[src/rtl/pipe_stage_skid.sv]
// Elastic pipeline-stage register: valid/ready handshake, optional 2-entry skid, flush, idle hint.
// Latency 1 cycle; with SKID=1 in_ready is registered, with SKID=0 it is combinational from out_ready.
module pipe_stage_skid #(
  parameter int PAYLOAD_W   = 71,
  parameter int SKID        = 1,
  parameter int IDLE_CYCLES = 8,
  parameter int IDLE_CNT_W  = 4
) (
  input  logic                 clk,
  input  logic                 reset,
  input  logic                 in_valid,
  output logic                 in_ready,
  input  logic [PAYLOAD_W-1:0] in_data,
  output logic                 out_valid,
  input  logic                 out_ready,
  output logic [PAYLOAD_W-1:0] out_data,
  input  logic                 flush,
  output logic [1:0]           occupancy,
  output logic                 idle
);

  localparam logic [IDLE_CNT_W-1:0] IDLE_MAX = IDLE_CNT_W'(IDLE_CYCLES);

  logic                 main_valid_q, main_valid_d;
  logic [PAYLOAD_W-1:0] main_data_q,  main_data_d;
  logic                 skid_valid_q, skid_valid_d;
  logic [PAYLOAD_W-1:0] skid_data_q,  skid_data_d;
  logic                 rdy_q,        rdy_d;
  logic [IDLE_CNT_W-1:0] idle_cnt_q,  idle_cnt_d;
  logic                 idle_q,       idle_d;

  logic in_fire;
  logic out_fire;

  // Flush gates in_ready so a killed cycle never accepts a beat.
  assign in_ready  = ((SKID != 0) ? rdy_q : (!main_valid_q || out_ready)) && !flush;
  assign in_fire   = in_valid && in_ready;
  assign out_fire  = main_valid_q && out_ready;
  assign out_valid = main_valid_q;
  assign out_data  = main_data_q;
  assign occupancy = 2'(main_valid_q) + 2'(skid_valid_q);
  assign idle      = idle_q;

  always_comb begin
    main_valid_d = main_valid_q;
    main_data_d  = main_data_q;
    skid_valid_d = skid_valid_q;
    skid_data_d  = skid_data_q;

    if (out_fire) begin
      if (skid_valid_q) begin
        main_data_d  = skid_data_q;
        skid_valid_d = 1'b0;
      end else begin
        main_valid_d = 1'b0;
      end
    end

    // in_ready is low whenever skid holds data, so a load never collides with the skid->main move.
    if (in_fire) begin
      if (!main_valid_q || out_fire) begin
        main_data_d  = in_data;
        main_valid_d = 1'b1;
      end else begin
        skid_data_d  = in_data;
        skid_valid_d = 1'b1;
      end
    end

    if (flush) begin
      main_valid_d = 1'b0;
      skid_valid_d = 1'b0;
    end

    rdy_d = !skid_valid_d;

    if (occupancy == 2'd0 && !in_valid) begin
      idle_cnt_d = (idle_cnt_q == IDLE_MAX) ? idle_cnt_q : idle_cnt_q + IDLE_CNT_W'(1);
    end else begin
      idle_cnt_d = '0;
    end
    idle_d = (idle_cnt_d == IDLE_MAX);
  end

  always_ff @(posedge clk or posedge reset) begin
    if (reset) begin
      main_valid_q <= 1'b0;
      main_data_q  <= '0;
      skid_valid_q <= 1'b0;
      skid_data_q  <= '0;
      rdy_q        <= 1'b1;
      idle_cnt_q   <= '0;
      idle_q       <= 1'b0;
    end else begin
      main_valid_q <= main_valid_d;
      main_data_q  <= main_data_d;
      skid_valid_q <= skid_valid_d;
      skid_data_q  <= skid_data_d;
      rdy_q        <= rdy_d;
      idle_cnt_q   <= idle_cnt_d;
      idle_q       <= idle_d;
    end
  end

endmodule
[config.mk]
export PLATFORM = sky130hd
export DESIGN_NAME = pipe_stage_skid
export DESIGN_NICKNAME = d
export VERILOG_FILES = /design/src/rtl/pipe_stage_skid.sv
export SDC_FILE = /design/constraint.sdc
export NUM_CORES = 1
export LEC_CHECK = 0
export CORE_UTILIZATION = 40
export DETAILED_ROUTE_END_ITERATION = 16
export GPL_TIMING_DRIVEN = 0
export PLACE_DENSITY = 0.67
export SETUP_SLACK_MARGIN = 0.4
export SLEW_MARGIN = 20
export SYNTH_ARGS = -nofsm -noshare
export SYNTH_HDL_FRONTEND = slang
export SYNTH_SLANG_ARGS = --single-unit
[constraint.sdc]
create_clock -name clk -period 16.07 [get_ports clk]
set_clock_uncertainty 0.2 [all_clocks]
set_input_delay 4.0175 -clock clk [delete_from_list [all_inputs] [get_ports clk]]
set_output_delay 4.0175 -clock clk [all_outputs]
set_load 0.03 [all_outputs]
## Yosys cells after proc, flatten, opt, wreduce, memory -nomap -nowiden

Index checks and enable logic that the tools add are counted.

| storage, ports and cells | value |
|---|---|
| register bits after elaboration | 150 |
| bits of input ports | 76 |
| output and inout bits | 76 |
| word-level logic and storage cells | 38 |

| cells by class | value |
|---|---|
| $add $sub $neg | 2 |
| eq/ne operators | 2 |
| multiplexer cells | 15 |
| bitwise operators | 1 |
| reductions and logical operators | 11 |

Operators with widths:

| cell | number |
|---|---|
| 71-bit two-way mux | 4 |
| 1-bit two-way mux | 9 |
| 4-bit equality test, second input constant | 2 |
| 4-bit two-way mux | 2 |
| 4-bit by 1-bit adder with 4-bit output, second input constant | 1 |
| 1-bit logical AND | 4 |
| 1-bit zero test | 4 |
| 1-bit by 1-bit adder with 2-bit output | 1 |
| 2-bit zero test | 1 |
| 2-bit AND reduction | 1 |
| 1-bit logical OR | 1 |
| 1-bit inverter | 1 |

## Depth between registers and ports, before layout

| depth | value |
|---|---|
| word-level depth | 6 |
| mapped depth | 6 |
| gate-level depth less buffers | 6 |

## Worst setup path after synthesis

No wires, ideal clock.

| timing path | value |
|---|---|
| path kind | input port to output port |
| start | in flush |
| end | out in_ready |
| data arrival time | 4.449 ns |
| data required time | 11.852 ns |
| path slack | 7.403 ns |
| stages | 1 |
| path buffers | 0 |
| cell sequence | nor2b_1 |

| on the way | value |
|---|---|
| word-level cells in the longest chain between the ends | 2 |

RTL lines:

| item | line | source |
|---|---|---|
| from (decl) | 17 | `input logic flush,` |
| 1-bit zero test | 36 | `assign in_ready = ((SKID != 0) ? rdy_q : (!main_valid_q \|\| out_ready)) && !flush;` |
| 1-bit logical AND | 36 |  |
| to (decl) | 12 | `output logic in_ready,` |

Every way passes these cells.

## Worst setup path after layout

Ends and elaborated chain as after synthesis.

==> results.md <==
- Clk root buf: clkbuf_16
- H-tree depth: 4
- R2r startpoint: rdy_q$_DFF_PP1_
- # setup viols final: 0
- Synth top area share: 0.592
- Status: finished clean
- Final slew viol count: 0
- Post-DP HPWL: 10.1 mm
- ANT nets after route: 0
- Worst-margin pin slew: ~0.84 ns
- Adder-cell share of the synthesized area: 0.00795
- Synth Net Count: between 500 and 600
- Area delta synth->final: 39.1%
- Hold Crit Class: flop to flop
- Largest net degree at the start of global routing: 80
- Prevailing post-synth register cell: dfrtp_1
- Vias/cell: 4.98
- WL/cell: 16.6 µm
- Hold Path Stages: 1
- Total gr overflow: 0
- Leak Pwr: roughly 4.1 nW
- Slowest CP cell: clkdlybuf4s50_1
- Worst EP arrival: 5.46 ns
- Crit. End Element: output pin
- Synthesized area: ~6300 µm²
- Worst slew margin: 0.433
- Async S/R FF share, synth: 1.00
- Clock slew at reported path FFs: 0.06 ns
- Yosys cell types: 25
- Design Power: 1.17 mW
- Initial antenna violation count: 0
- GPL Wtd Cong: 0.722
- Worst Min Path Start: skid_data_q[32]$_DFFE_PP0P_
- Port bufs: approximately 150
- Synth area leader: dfrtp_1
- Top-count cell post-synth: dfrtp_1
- Yosys Warn Count: 0
- Fillers: ~1300
- Nets: 749
- Routed vias: between 4000 and 5000
- Mux cell area share after synthesis: 0.241
- DR pass1 iterations: 5
- Peak VDD IR: ~73 µV
- Worst r2r dst: out_data[64]$_DFF_PP0_
- Crit path required time: 11.85 ns
- CTS buffer count: 17
- Post-CTS Hold Fix Bufs: 0
- Startpoint Class: primary input
- Placed Instances: about 860
- Final Cycle Share: 0.602
- Dominant cells by area after synthesis: dfrtp_1, mux2i_1, mux2_2, o21ai_0, nand2_1
- Most used cell, CP: clkdlybuf4s50_1
- Syn_area_per_cell: 12.6 µm²
- Crit Path Category: primary input to output pin
- Maxcap violations: 0
- Post-Synth Simple-Gate Area: 0.0570
- Max incr delay on CP: 0.70 ns
- Core area: 15300 µm²
- Initial Util: 0.413
- Postcts setup bufs: 0
- Dpl ws: roughly 6.4 ns
- Vias in the first global route: roughly 4700
- Cts repair resizes: 0
- Synth cell count leaders: dfrtp_1, nand2_1, mux2i_1, o21ai_0, mux2_2
- Synth Area in XOR/XNOR: 0.00278
- Fin crit period: between 9 and 10 ns
- Synth Area in Compound Gates: 0.0616
- Number of diodes: 0
- Sink Count: 150
- Clock tree buffer depth: 2
- Die Span Y: around 130 µm
- Worst-case reg-to-reg path depth: 5
- Fmax: a little over 0.1 GHz
- Fin Setup TNS: 0 ns
- Sequential share of the synthesized area: 0.596
- Total GRT Usage: 0.195
- DRC viols: 0
- CP startpoint: flush
- Synth Instances: between 400 and 500
- Initial DRC count: 157
- Setup WS post-layout: around 6.4 ns
- Worst path cell trace: clkdlybuf4s50_1 -> nor2b_1 -> clkdlybuf4s50_1
- Die area: 16300 µm²
- Number of I/O pins: around 150
- Post-Route WL: 14.8 mm
- RSZ-0062 raised after global routing: no
- First-pass GRT wire length: roughly 24 mm
- WHS Endpoint: skid_data_q[32]$_DFFE_PP0P_
- Die width: approximately 130 µm
- Reg2reg setup slack: roughly 14 ns
- Seq cells post-synth: 150
- Layout cells sized above 1: 0.174
- Row cnt: 45
- Largest family of logic cells by synthesized area: multiplexers
- Worst skew pair latency: around 0.42 ns
- CTS tree: done
- Hold Vio Cnt, Final: 0
- EDFF count, synth: 0
- P per Cell Area: about 130 nW/µm²
- Non-filler cells, final: between 800 and 900
- Crit path max fanout: 6
final cells by class:
cell class / instances / area, µm² / share of cell area
clock inverters: 13 / 201 / 0.0230
multi-input cells: 311 / 2330 / 0.266
well taps: 211 / 264 / 0.0301
repair buffers: 152 / 1540 / 0.176
plain buffers: 30 / 183 / 0.0208
clock buffers: 19 / 453 / 0.0517
flip-flops and latches: 150 / 3750 / 0.428
inverters: 7 / 33.8 / 0.00385
cells in the final DEF, fill, tap and decap left out, drive strengths merged:
master and n:
or2 1, nand2b 1, inv 8, nand3 2
nand3b 1, clkinv 4, clkdlybuf4s50 151, clkbuf 28
xor2 1, dfstp 1, dfrtp 149, buf 22
nor2b 1, mux2 71, xnor2 1, clkinvlp 3
nor2 5, mux2i 72, nor4 1, o21ai 72
bufinv 5, nand2 73, nor4b 1, a211oi 1
ha 4, a21oi 3
worst max-delay path by stage:
| stage | end | cells past startpoint |
|---|---|---|
| floorplan | in_ready | 1 |
| global placement | skid_data_q[64]$_DFFE_PP0P_ | 2 |
| detailed placement | in_ready | 3 |
| CTS | in_ready | 3 |
| global route | in_ready | 3 |
| finish | in_ready | 3 |
routing by layer:
layer	global-route usage	routed length [µm]
met1	0.238	6220
met2	0.317	7060
met3	0.0683	1280
met4	0.0777	223
met5	0	0
worst max-delay path: cells and delay by family:
family,cells,cell delay [ns]
simple gates,1,0.20
buf+inv,2,1.24
report_power, final:
part           total (mW)  leakage (nW)  internal [mW]  switching (mW)
logic               0.241          1.97          0.118           0.122
clock network       0.435         0.315          0.283           0.153
registers           0.492          1.85          0.452          0.0399
per-stage QoR:
stage	utilization	area, µm²	hold WS [ns]
3_5_place_dp	0.531	8110	0.278
3_3_place_gp	0.529	8070	0.266
4_1_cts	0.574	8760	0.294
6_report	0.574	8760	0.287
5_1_grt	0.574	8760	0.309
2_1_floorplan	-	6300	0.257
state kept, by name, summed over array words and instances (netlist names):
name	count
out_data	71
skid_data_q	71
idle_cnt_q	4
idle	1
out_valid	1
rdy_q	1
skid_valid_q	1
cells by family (layout without fill, tap and decap cells):
| group | after synthesis | count (layout) |
|---|---|---|
| flip-flops | 150 | 150 |
| multiplexers | 143 | 143 |
| AO/OA/AOI/OAI | 76 | 76 |
| adder cells (fa/ha/maj) | 4 | 4 |
| XOR/XNOR | 2 | 2 |
| buffers and inverters | 37 | 221 |
| AND/OR/NAND/NOR | 86 | 86 |
(Power assumes the default switching activity.)
